### src/rtl/serial_add_pkg.sv
// Shared definitions for the serial slice adder: FSM encoding and default sizing.
package serial_add_pkg;

  localparam int DEFAULT_WIDTH = 2;
  localparam int DEFAULT_WORDS = 4;

  typedef enum logic [1:0] {
    IDLE = 2'd0,
    RUN  = 2'd1,
    DONE = 2'd2
  } state_e;

endpackage : serial_add_pkg

### src/rtl/slice_adder.sv
// One WIDTH-bit ripple slice: the only arithmetic unit in the serial adder.
module slice_adder #(
  parameter int WIDTH = 2
) (
  input  logic [WIDTH-1:0] a_i,
  input  logic [WIDTH-1:0] b_i,
  input  logic             cin_i,
  output logic [WIDTH-1:0] sum_o,
  output logic             cout_o
);

  // The extra top bit of the widened sum is the carry out of the slice.
  assign {cout_o, sum_o} = {1'b0, a_i} + {1'b0, b_i} + {{WIDTH{1'b0}}, cin_i};

endmodule : slice_adder

### src/rtl/serial_add_ctrl.sv
// Serial adder: sums two WIDTH*WORDS operands one WIDTH-bit slice per cycle,
// least significant slice first, and presents a registered result with a
// one-cycle done pulse.
module serial_add_ctrl
  import serial_add_pkg::*;
#(
  parameter int WIDTH = DEFAULT_WIDTH,
  parameter int WORDS = DEFAULT_WORDS
) (
  input  logic                   clk,
  input  logic                   rst_n,
  input  logic                   start,
  input  logic [WIDTH*WORDS-1:0] a,
  input  logic [WIDTH*WORDS-1:0] b,
  input  logic                   cin,
  output logic                   busy,
  output logic                   done,
  output logic [WIDTH*WORDS-1:0] sum,
  output logic                   carry_out
);

  localparam int N     = WIDTH * WORDS;
  localparam int IDX_W = (WORDS > 1) ? $clog2(WORDS) : 1;
  localparam logic [IDX_W-1:0] LAST_IDX = IDX_W'(WORDS - 1);

  state_e           state_q;
  logic [IDX_W-1:0] idx_q;
  logic             carry_q;
  logic [N-1:0]     a_q, b_q;
  logic [N-1:0]     acc_q, acc_d;
  logic [N-1:0]     sum_q;
  logic             cout_q;

  logic [WIDTH-1:0] a_sl, b_sl;
  logic [WIDTH-1:0] add_sum;
  logic             add_cout;

  // Select the captured operand slices addressed by idx (constant-offset mux).
  always_comb begin
    // NOTE: every always_comb output gets a default first so no path infers a latch.
    a_sl = '0;
    b_sl = '0;
    for (int k = 0; k < WORDS; k++) begin
      if (idx_q == IDX_W'(k)) begin
        a_sl = a_q[k*WIDTH +: WIDTH];
        b_sl = b_q[k*WIDTH +: WIDTH];
      end
    end
  end

  slice_adder #(.WIDTH(WIDTH)) u_slice_adder (
    .a_i    (a_sl),
    .b_i    (b_sl),
    .cin_i  (carry_q),
    .sum_o  (add_sum),
    .cout_o (add_cout)
  );

  // Accumulator with the current adder result merged into slice idx.
  always_comb begin
    acc_d = acc_q;
    for (int k = 0; k < WORDS; k++) begin
      if (idx_q == IDX_W'(k)) begin
        acc_d[k*WIDTH +: WIDTH] = add_sum;
      end
    end
  end

  // Control FSM and datapath registers; result registers update only on entry to DONE.
  always_ff @(posedge clk or negedge rst_n) begin
    // NOTE: the accumulator and operand copies are plain flops, not a RAM, so
    // they are cleared by reset like every other state bit.
    if (!rst_n) begin
      state_q <= IDLE;
      idx_q   <= '0;
      carry_q <= 1'b0;
      a_q     <= '0;
      b_q     <= '0;
      acc_q   <= '0;
      sum_q   <= '0;
      cout_q  <= 1'b0;
    end else begin
      // NOTE: sequential state uses non-blocking assignment so every flop sees
      // pre-edge values regardless of statement order.
      unique case (state_q)
        IDLE, DONE: begin
          if (start) begin
            a_q     <= a;
            b_q     <= b;
            carry_q <= cin;
            idx_q   <= '0;
            state_q <= RUN;
          end else begin
            state_q <= IDLE;
          end
        end
        RUN: begin
          acc_q   <= acc_d;
          carry_q <= add_cout;
          if (idx_q == LAST_IDX) begin
            state_q <= DONE;
            sum_q   <= acc_d;
            cout_q  <= add_cout;
          end else begin
            idx_q <= idx_q + 1'b1;
          end
        end
        default: state_q <= IDLE;
      endcase
    end
  end

  assign busy      = (state_q == RUN);
  assign done      = (state_q == DONE);
  assign sum       = sum_q;
  assign carry_out = cout_q;

endmodule : serial_add_ctrl
### config.mk
export PLATFORM = sky130hd
export DESIGN_NAME = serial_add_ctrl
export DESIGN_NICKNAME = d
export VERILOG_FILES = /design/src/rtl/serial_add_pkg.sv /design/src/rtl/slice_adder.sv /design/src/rtl/serial_add_ctrl.sv
export SDC_FILE = /design/constraint.sdc
export NUM_CORES = 1
export LEC_CHECK = 0
export CAP_MARGIN = 25
export CORE_UTILIZATION = 30
export CTS_CLUSTER_DIAMETER = 100
export DETAILED_ROUTE_END_ITERATION = 12
export SLEW_MARGIN = 20
export SYNTH_ARGS = -nofsm -noshare
export SYNTH_HDL_FRONTEND = slang
export SYNTH_SLANG_ARGS = --single-unit
### constraint.sdc
create_clock -name clk -period 6.9 [get_ports clk]
set_clock_uncertainty 0.1 [all_clocks]
set_input_delay 1.38 -clock clk [delete_from_list [all_inputs] [get_ports clk]]
set_output_delay 1.38 -clock clk [all_outputs]
set_load 0.05 [all_outputs]
# Yosys cells after proc, flatten, opt, wreduce, memory -nomap -nowiden
# Cells that the tools add are included.
# op_classes
addsub	3
multipliers	0
div_mod_pow	0
n_lt_le_gt_ge	0
n_eq_ne	8
n_shift	0
mux	20
n_bitwise	0
reduce_logical	8
# ops
op	n
two-way mux 2 bit	15
one-hot mux 2 bit (2 select lines)	2
== test 2 bit (second input constant)	3
AND reduction 2 bit	3
== test 2 x 1 -> 1 bit (second input constant)	2
logical NOT 2 bit	2
!= test 2 bit (second input constant)	2
adder 2 x 2 -> 3 bit	1
adder 3 x 1 -> 3 bit	1
AND reduction 3 bit	1
adder 2 x 1 -> 2 bit (second input constant)	1
two-way mux 1 bit	2
!= test 2 x 1 -> 1 bit (second input constant)	1
one-hot mux 1 bit (2 select lines)	1
nonzero test 2 bit	1
OR reduction 2 bit	1
# word_totals
regBits	38
latch_bits	0
ramBits	0
rom_bits	0
input_bits	20
output_inout_bits	11
word_cells	47
n_memories	0

# Longest topological paths before layout
# Gate-level depths: netlist of run 1.
# logic_depth
word_depth	8
depth_mapped	11
ltp_nobuf	10

# Cells and area by module
# Synthesis of run 1 repeated with hierarchy kept, for this count alone.
# unflattened
hier_cells	171
hier_area_um2	1694.1
# modules_own_cells
module	n_inst	cells_per_inst	area_each_um2	seq_area_each_um2
serial_add_ctrl	1	161	1624.1	900.9
slice_adder	1	10	70.1	0.0

# Worst setup path after synthesis of run 1
# OpenSTA, ideal clock, no wires.
# synth_path
kind	register to output
startpoint	reg state_q[0]
endpoint	out busy
t_arrival_ns	1.221
t_required_ns	5.420
slack_ns	4.199
stages_incl_launch_ff	2
path_buffers	0
cell_sequence	dfrtp_1 > nor2b_1
# synth_via
elab_chain_len	1
# synth_lines
element	line	rtl
from (decl)	serial_add_ctrl.sv:26	state_e state_q;
from (signal assigned)	serial_add_ctrl.sv:74	state_q <= IDLE;
from (signal assigned)	serial_add_ctrl.sv:92	state_q <= RUN;
from (signal assigned)	serial_add_ctrl.sv:94	state_q <= IDLE;
== test 2 x 1 -> 1 bit	serial_add_ctrl.sv:113	assign busy = (state_q == RUN);
to (decl)	serial_add_ctrl.sv:16	output logic busy,
# No other way between the ends.

# Worst setup path in the final report of run 1
# Ends and elaborated chain as after synthesis.

==> results of run 1 <==
cells in the final DEF, fill, tap and decap left out:
master	Yosys	final
a21oi_1	5	5
a221o_1	3	3
a22oi_1	4	4
buf_4	2	2
clkbuf_8	0	6
clkdlybuf4s50_1	0	30
clkinv_2	0	2
dfrtp_1	36	36
fa_1	2	2
ha_1	4	4
inv_1	10	10
mux2i_1	5	5
nand2_1	60	60
nand2b_1	1	1
nand3_1	2	2
nand3b_1	4	4
nor2b_1	4	4
o21ai_0	23	23
o21ai_1	2	2
or3b_4	1	1
final timing paths:
| path | startpoint | end | slack (ps) | depth (start not counted) |
|---|---|---|---|---|
| setup / recovery | state_q[0]$_DFFE_PN0P_ | busy | 3540 | 2 |
| hold / removal | acc_q[4]$_DFFE_PN0P_ | acc_q[4]$_DFFE_PN0P_ | 370 | 2 |
| setup reg to reg | idx_q[1]$_DFFE_PN0P_ | sum[3]$_DFFE_PN0P_ | 3950 | 10 |
| hold reg to reg | acc_q[4]$_DFFE_PN0P_ | acc_q[4]$_DFFE_PN0P_ | 370 | 2 |
| max in group asynchronous | rst_n | b_q[1]$_DFFE_PN0P_ | 4970 | 2 |
| min in group asynchronous | rst_n | sum[1]$_DFFE_PN0P_ | 1410 | 2 |
worst reg2reg max path, cell delays in order (launching register included):
cell and delay (ps):
dfrtp_1 420, inv_1 110, ha_1 300, nor2b_1 260, a221o_1 200, a22oi_1 90, fa_1 430, fa_1 590
inv_1 100, mux2i_1 130, o21ai_0 80
area by class of cell:
class | count | area (sq um)
Fill cell | 521 | 3080
Sequential cell | 36 | 901
Multi-Input combinational cell | 120 | 658
Timing Repair Buffer | 32 | 315
Tap cell | 70 | 87.6
Clock buffer | 6 | 82.6
Inverter | 10 | 37.5
Clock inverter | 2 | 10.0
cells by family (layout without fill, tap and decap cells):
group	Yosys count	in the layout
and+or+nand+nor	72	72
AOI/OAI and AO/OA	37	37
DFF	36	36
buffers and inverters	18	50
adders and majority gates	6	6
muxes	5	5
stage by stage:
step / total power, uW / setup slack [ps] / utilization / std cells
6_report: 1070 / 3540 / 0.404 / 276
3_5_place_dp: 926 / 3850 / 0.387 / 268
3_3_place_gp: 915 / 3870 / 0.387 / 268
5_1_grt: 1160 / 3470 / 0.404 / 276
4_1_cts: 1080 / 3530 / 0.404 / 276
2_1_floorplan: 767 / 4200 / - / 174
report_power, final:
group / switching, uW / internal (uW)
combinational: 342 / 209
sequential: 53.9 / 308
clock: 73.4 / 79.6
total: 469 / 597
per-layer routing:
layer  GRT usage  up-vias
li1            -      629
met1       0.156      528
met2       0.189       27
met3      0.0335        4
met4      0.0577        0
met5           0        -
state kept, by name (all words and copies together) (netlist names):
name / count
acc_q: 6
carry_out: 1
sum: 8
idx_q: 2
b_q: 8
a_q: 8
state_q: 2
carry_q: 1
==> out/qor.yml, run 1 <==
routing:
  wl_per_cell_um: 11.1
  drtPass1Iterations: 4
  wl_met1_um: 1580
  vias: 1188
  drc: 0
  routed_via_density: 4.30
  drt_iter0_drc: 37
  met3_wirelength_um: 124
  highest_layer: "met4"
  routed_wl_um: 3070
  postRouteAntennaNets: 0
  dr_wl_met2_um: 1330
placed_design:
  dpl_cell_area_sq_um: 2000
  portBuffers: 30
  gp_congestion: 0.706
  dp_hpwl_um: 2190
yosys:
  synth-adder-area-share: 0.0549
  seq_area_frac_synth: 0.549
  yosysMostFrequentCell: "nand2_1"
  syn-cell-area_sq_um: 1640
  synth-edff-count: 0
  syn_area_per_cell_sq_um: 9.43
  synth_cell_types: 18
  syn_nets: 200
  synth_compound_area_frac: 0.128
  yosys_warnings: 0
  syn_inst: 174
  synthMuxAreaShare: 0.0305
  async_flop_share: 1.00
  synth_top_area_frac: 0.549
  synth.area.top_cells: "dfrtp_1, nand2_1, o21ai_0"
  synthTopCellsByCount: "nand2_1, dfrtp_1, o21ai_0, inv_1, buf_2"
  ys_ff_latch: 36
  synthFlopType: "dfrtp_1"
  yosys.area_share.simple: 0.188
  synth_top_family_by_area: "simple AND/OR/NAND/NOR gates"
  synth_top_area_cell: "dfrtp_1"
  synthXorXnorAreaFrac: 0
run:
  max_cap_viol_count: 0
floorplanning:
  core_sq_um: 5170
  die-area_sq_um: 5770
  fp-row-count: 26
  chipHeight_um: 76.0
  die_x_um: 76.0
  initial_utilization: 0.317
  ioPinCount: 31
worst_setup_path:
  critPathCaptureType: "primary output"
  critPathLaunchType: "flop"
  cp_cell_sequence: "nor2b_1 -> clkdlybuf4s50_1"
  critPathTopFamily: "buffers and inverters"
  critPathRequiredTime_ps: 5420
  crit_buf_inv: 1
  slowest_delay_ps: 850
  cp_max_fo: 9
  cp_slowest_cell: "clkdlybuf4s50_1"
  worstPathArrival_ps: 1880
  critPathKind: "reg -> out"
final_layout:
  antennaDiodeCount: 0
  area_growth_syn_to_layout_pct: 27.4
  layout.nets: 231
  drive_gt1_frac: 0.0534
  fin_area_sq_um: 2090
sta:
  setup-tns-final_ps: 0
  final-setup-viol-count: 0
  max_freq_mhz: 298
  post-route-period-util: 0.487
  timing.hold.ws_ps: 375
  rsz0062_at_grt: "no"
  worst_pin_slew_ps: 607
  relSlewSlack: 0.594
  finalCriticalPeriod_ps: 3360
  slew_violations: 0
  hold_viol: 0
cts:
  cts_tree: "done"
  clk_pin_slew_ps: 70
  clkSinkCount: 36
  clk_root_buffer_cell: "clkbuf_8"
  cts_resized: 0
  cts_hold_buffers: 0
  insertion_delay_ps: 280
  h-tree-depth: 2
  post_cts_buffers: 0
  clockBufferDepth: 2
  cts_buffers: 5
power:
  p_leak_uw: 0.000971
  p_per_area_nw_per_um2: 510
  peakVddDrop_uv: 197
global_routing:
  grt_antenna_before_repair: 0
  grt_pass1_wl_um: 5520
  grt_max_degree: 37
  grt_pass1_vias: 1234
  grt-ovfl-total: 0
  track_usage: 0.121
min_path:
  hp-class: "reg -> reg"
outcome:
  status: "finished clean"
Power figures use the tool's default switching activity.
==> run 2, diff against run 1 <==
==> constraint.sdc (replaced) <==
create_clock -name clk -period 3.3 [get_ports clk]
set_clock_uncertainty 0.1 [all_clocks]
set_input_delay 0.66 -clock clk [delete_from_list [all_inputs] [get_ports clk]]
set_output_delay 0.66 -clock clk [all_outputs]
set_load 0.05 [all_outputs]
==> run 2 against run 1 <==
Compared with the run above:
- global-route usage is 0.38 points higher
- critical path depth is 8 higher
- non-clock buffer count stayed put
- sequential power is 110% higher
- clock power is 110% higher
- count of clock-buffer cells in the layout is 2 higher
- flip-flop and latch count stayed put
- sequential share of layout area is 0.052 points higher
- worst hold slack better by 0.87 ps
- die area stayed put
- register-to-register slack worse by 3500 ps
- final area is 0.12% lower
- largest cell class unchanged
==> out/qor.yml, run 2 (synthesis gave the netlist of run 1 again) <==
final_layout:
  drive_gt1_frac: 0.0437  # -0.00971
  antennaDiodeCount: 0  # unchanged
  final_common_cell: "nand2_1"
  area_growth_syn_to_layout_pct: 27.3
  layout.nets: 231  # unchanged
  mostFrequentLayoutCells: "nand2_1, dfrtp_1, clkdlybuf4s50_1"
worst_setup_path:
  critPathLaunchType: "flop"
  critPathRequiredTime_ps: 3340  # -2080 ps
  cp_slowest_cell: "fa_1"
  rr_worst_depth: 10  # unchanged
  slowest_delay_ps: 560  # -290 ps
  cp_cell_sequence: "inv_1 -> ha_1 -> nor2b_1 -> a221o_1 -> a22oi_1 -> fa_1 -> fa_1 -> inv_1 -> mux2i_1 -> o21ai_0"
  critPathCaptureType: "flop"
  r2r-end: "sum[1]$_DFFE_PN0P_"
  cp_max_fo: 6  # -3
  critPathKind: "reg -> reg"
  worstPathArrival_ps: 2920  # +1040 ps
  reg2reg_from: "idx_q[0]$_DFFE_PN0P_"
  rrSetupSlack_ps: 430  # -3520 ps
global_routing:
  grt_max_degree: 37  # unchanged
  grt_pass1_wl_um: 5680  # +2.9%
  track_usage: 0.125  # +0.00375
  grt-ovfl-total: 0  # unchanged
  grt_pass1_vias: 1265  # +2.5%
  grt_antenna_before_repair: 0  # unchanged
routing:
  vias: 1247  # +5.0%
  drt_iter0_drc: 88  # +140%
  routed_via_density: 4.52  # +5.0%
  routed_wl_um: 3150  # +2.5%
  drc: 0  # unchanged
  drtPass1Iterations: 4  # unchanged
  wl_per_cell_um: 11.4  # +2.5%
  postRouteAntennaNets: 0  # unchanged
min_path:
  hp-class: "reg -> reg"
  hold_start: "acc_q[2]$_DFFE_PN0P_"
  hold_path_depth: 2  # unchanged
  whs_endpoint: "acc_q[2]$_DFFE_PN0P_"
sta:
  worst_pin_slew_ps: 644  # +36.9 ps
  layout_setup_ws_ps: 425  # -3110 ps
  post-route-period-util: 0.871
  relSlewSlack: 0.570  # -0.0247
  final-setup-viol-count: 0  # unchanged
  rsz0062_at_grt: "no"
  hold_viol: 0  # unchanged
  slew_violations: 0  # unchanged
  max_freq_mhz: 348
  finalCriticalPeriod_ps: 2870
  setup-tns-final_ps: 0  # unchanged
cts:
  cts_tree: "done"
  cts_buffers: 5  # unchanged
  h-tree-depth: 2  # unchanged
  clockBufferDepth: 2  # unchanged
  clk_root_buffer_cell: "clkbuf_8"
  post_cts_buffers: 0  # unchanged
  clk_pin_slew_ps: 70  # about the same
  clkSinkCount: 36  # unchanged
  insertion_delay_ps: 280  # about the same
  cts_hold_buffers: 0  # unchanged
  cts_resized: 0  # unchanged
run:
  max_cap_viol_count: 0  # unchanged
floorplanning:
  die_x_um: 76.0  # unchanged
  initial_utilization: 0.317  # unchanged
  fp-row-count: 26  # unchanged
  chipHeight_um: 76.0  # unchanged
  ioPinCount: 31  # unchanged
  die-area_sq_um: 5770  # unchanged
  core_sq_um: 5170  # unchanged
placed_design:
  dp_hpwl_um: 2280  # +4.3%
  gp_congestion: 0.742  # +5.0%
  pre_cts_ws_ps: 439  # -3410 ps
  portBuffers: 30  # unchanged
power:
  p_leak_uw: 0.000966  # -0.56%
  peakVddDrop_uv: 435  # +120%
  p_per_area_nw_per_um2: 1070  # +110%
  p_total_uw: 2230  # +110%
outcome:
  status: "finished clean"
run 2: cell types whose count changed in the layout (fill, tap and decap cells not counted), sizes merged:
cell,change
clkinv,-2
clkbuf,+2
run 2: area by class of cell:
type | instances | area [sq um]
Tap cell | 70 | 87.6
Sequential cell | 36 | 901
Clock buffer | 8 | 90.1
Multi-Input combinational cell | 120 | 658
Inverter | 10 | 37.5
Fill cell | 533 | 3080
Timing Repair Buffer | 32 | 315
run 2: metrics by stage:
stage / cell area, sq um / utilization / hold slack [ps] / std cells
after CTS: 2090 / 0.404 / 381 / 276
final: 2090 / 0.404 / 376 / 276
after global placement: 2000 / 0.387 / 360 / 268
after detailed placement: 2000 / 0.387 / 365 / 268
after floorplan: 1640 / - / 264 / 174
after global routing: 2090 / 0.404 / 401 / 276
run 2: critical path, delay by kind of cell, from the launching register on:
| family | cells | cell delay (ps) |
|---|---|---|
| AOI/OAI and AO/OA | 3 | 350 |
| adders and majority gates | 3 | 1270 |
| buffers and inverters | 2 | 190 |
| DFF | 1 | 430 |
| muxes | 1 | 130 |
| and+or+nand+nor | 1 | 260 |
run 2: worst max path at each step:
stage	from	to	slack, ps	cells past startpoint
after floorplan	idx_q[0]$_DFFE_PN0P_	sum[1]$_DFFE_PN0P_	730	10
after global placement	idx_q[0]$_DFFE_PN0P_	sum[1]$_DFFE_PN0P_	530	10
after detailed placement	idx_q[0]$_DFFE_PN0P_	sum[3]$_DFFE_PN0P_	440	10
after CTS	idx_q[0]$_DFFE_PN0P_	sum[5]$_DFFE_PN0P_	430	10
after global routing	idx_q[0]$_DFFE_PN0P_	sum[1]$_DFFE_PN0P_	220	10
final	idx_q[0]$_DFFE_PN0P_	sum[1]$_DFFE_PN0P_	430	10
run 2: where the power goes:
group          total [uW]  leakage, uW  switching, uW  internal, uW
Sequential            764     0.000451            120           644
Clock                 317    0.0000455            147           170
Combinational        1150     0.000469            709           437
Total                2230     0.000966            975          1250
run 2: per-layer routing:
metal	global-route usage	vias to the layer above	routed length (um)	part of all wire
li1	-	631	-	-
met1	0.167	581	1580	0.50
met2	0.187	27	1390	0.44
met3	0.0359	8	122	0.039
met4	0.0577	0	61	0.019
met5	0	-	0	0
==> run 3, diff against run 2 <==
--- a/config.mk
+++ b/config.mk
@@ -6,9 +6,11 @@
 export NUM_CORES = 1
 export LEC_CHECK = 0
 export CAP_MARGIN = 25
+export CORE_ASPECT_RATIO = 1.2
 export CORE_UTILIZATION = 30
 export CTS_CLUSTER_DIAMETER = 100
 export DETAILED_ROUTE_END_ITERATION = 12
+export PLACE_DENSITY = 0.53
 export SLEW_MARGIN = 20
 export SYNTH_ARGS = -nofsm -noshare
 export SYNTH_HDL_FRONTEND = slang
==> run 3 against run 2 <==
Compared with the run above:
- combinational power is essentially flat
- worst hold slack about the same
- critical path depth did not move
- via count shrank 2.1%
- wire length grew 6.3%
- first-iteration DRC count decreased by 6.8%
- final area fell by 1.1%
- count of clock-buffer cells in the layout fell by 2
- total power is 0.69% lower
- flip-flop and latch count did not move
- core utilization shrank 1.1 points
==> out/qor.yml, run 3 (synthesis gave the netlist of run 1 again) <==
sta:
  finalCriticalPeriod_ps: 2880  # +1.64 ps
  hold_viol: 0  # unchanged
  layout_setup_ws_ps: 423  # -1.64 ps
  rsz0062_at_grt: "no"
  setup-tns-final_ps: 0  # unchanged
  max_freq_mhz: 348  # about the same
  final-setup-viol-count: 0  # unchanged
  worst_pin_slew_ps: 716  # +72.0 ps
  slew_violations: 0  # unchanged
  relSlewSlack: 0.522  # -0.0477
  post-route-period-util: 0.872  # about the same
  timing.hold.ws_ps: 376  # +0.384 ps
worst_setup_path:
  critPathKind: "reg -> reg"
  critPathRequiredTime_ps: 3350  # about the same
  crit_path_start: "idx_q[0]$_DFFE_PN0P_"
  rrSetupSlack_ps: 420  # about the same
  worstPathArrival_ps: 2920  # about the same
  rr_worst_depth: 10  # unchanged
  cp_cell_sequence: "inv_1 -> ha_1 -> nor2b_1 -> a221o_1 -> a22oi_1 -> fa_1 -> fa_1 -> inv_1 -> mux2i_1 -> o21ai_0"
  critPathLaunchType: "flop"
  cp_slowest_cell: "fa_1"
  crit_end: "sum[3]$_DFFE_PN0P_"
  critPathCaptureType: "flop"
  reg2reg_from: "idx_q[0]$_DFFE_PN0P_"
  r2r-end: "sum[3]$_DFFE_PN0P_"
  slowest_delay_ps: 560  # about the same
  cp_max_fo: 6  # unchanged
outcome:
  status: "finished clean"
cts:
  clockBufferDepth: 2  # unchanged
  cts_tree: "done"
  insertion_delay_ps: 290  # about the same
  post_cts_buffers: 0  # unchanged
  h-tree-depth: 2  # unchanged
  cts_buffers: 5  # unchanged
  cts_resized: 0  # unchanged
  clk_root_buffer_cell: "clkbuf_8"
  clkSinkCount: 36  # unchanged
  clk_pin_slew_ps: 70  # about the same
  cts_hold_buffers: 0  # unchanged
final_layout:
  fin_area_sq_um: 2070  # -1.1%
  area_growth_syn_to_layout_pct: 25.9
  mostFrequentLayoutCells: "nand2_1, dfrtp_1, clkdlybuf4s50_1"
  drive_gt1_frac: 0.0439  # +0.000213
  antennaDiodeCount: 0  # unchanged
  layout.nets: 231  # unchanged
  final_common_cell: "nand2_1"
global_routing:
  grt-ovfl-total: 0  # unchanged
  grt_pass1_vias: 1238  # -2.1%
  grt_max_degree: 37  # unchanged
  grt_pass1_wl_um: 5910  # +4.0%
  grt_antenna_before_repair: 0  # unchanged
  track_usage: 0.132  # +0.00653
routing:
  wl_per_cell_um: 12.5  # +9.9%
  postRouteAntennaNets: 0  # unchanged
  drtPass1Iterations: 4  # unchanged
  vias: 1221  # -2.1%
  drc: 0  # unchanged
  routed_wl_um: 3350  # +6.3%
  drt_iter0_drc: 82  # -6.8%
  routed_via_density: 4.57  # +1.2%
power:
  p_total_uw: 2210  # -0.69%
  p_leak_uw: 0.000961  # -0.46%
  peakVddDrop_uv: 352  # -19%
  p_per_area_nw_per_um2: 1070  # +0.39%
placed_design:
  pre_cts_ws_ps: 424  # -14.6 ps
  dp_hpwl_um: 2370  # +3.8%
  portBuffers: 30  # unchanged
  gp_congestion: 0.791  # +6.6%
  dpl_cell_area_sq_um: 1990  # -0.50%
floorplanning:
  chipHeight_um: 83.0  # +9.3%
  ioPinCount: 31  # unchanged
  die-area_sq_um: 5770  # about the same
  fp-row-count: 29  # +12%
  core_sq_um: 5260  # +1.7%
  die_x_um: 69.5  # -8.5%
  initial_utilization: 0.312  # -0.00536
run:
  max_cap_viol_count: 0  # unchanged
min_path:
  hp-class: "reg -> reg"
  hold_path_depth: 2  # unchanged
==> run 3: cell count changes in the layout (fill, tap and decap cells not counted), sizes merged <==
cell    before  now
clkbuf       8    6
clkinv       0    1
==> run 3: metrics by stage <==
| stage | std cells | util |
|---|---|---|
| 3_5_place_dp | 260 | 0.378 |
| 4_1_cts | 267 | 0.393 |
| 3_3_place_gp | 260 | 0.378 |
| 6_report | 267 | 0.393 |
| 2_1_floorplan | 174 | - |
| 5_1_grt | 267 | 0.393 |
==> run 3: final cells by class <==
cell class,instances,area [sq um]
fill,542,3190
sequential,36,901
multi-input combinational,120,658
timing repair buffer,32,315
tap,62,77.6
clock buffer,6,72.6
inverter,10,37.5
clock inverter,1,5.00
==> run 3: where the power goes <==
group	internal, uW	leakage, uW	total, uW	switching (uW)
Combinational	435	0.000469	1150	720
Clock	143	0.0000410	293	149
Sequential	644	0.000451	763	119
Total	1220	0.000961	2210	989
==> run 3: worst min-delay path by stage <==
| stage | to | startpoint | slack (ps) |
|---|---|---|---|
| detailed placement | acc_q[0]$_DFFE_PN0P_ | acc_q[0]$_DFFE_PN0P_ | 370 |
| CTS | acc_q[2]$_DFFE_PN0P_ | acc_q[2]$_DFFE_PN0P_ | 390 |
| global route | b_q[0]$_DFFE_PN0P_ | b_q[0]$_DFFE_PN0P_ | 410 |
| global placement | acc_q[0]$_DFFE_PN0P_ | acc_q[0]$_DFFE_PN0P_ | 360 |
| floorplan | a_q[0]$_DFFE_PN0P_ | rst_n | 260 |
| finish | acc_q[2]$_DFFE_PN0P_ | acc_q[2]$_DFFE_PN0P_ | 380 |
==> run 3: worst max-delay path: cells and delay by family, from the launching register on <==
kind	cells	cell delay [ps]
DFF	1	430
and+or+nand+nor	1	270
buffers and inverters	2	190
adders and majority gates	3	1270
muxes	1	140
AOI/OAI and AO/OA	3	350
==> run 3: routing by layer <==
metal / vias up / wire [um] / part of all wire / track usage
li1: 628 / - / - / -
met1: 561 / 1590 / 0.47 / 0.169
met2: 26 / 1580 / 0.47 / 0.210
met3: 6 / 137 / 0.041 / 0.0400
met4: 0 / 49 / 0.015 / 0.0445
met5: - / 0 / 0 / 0
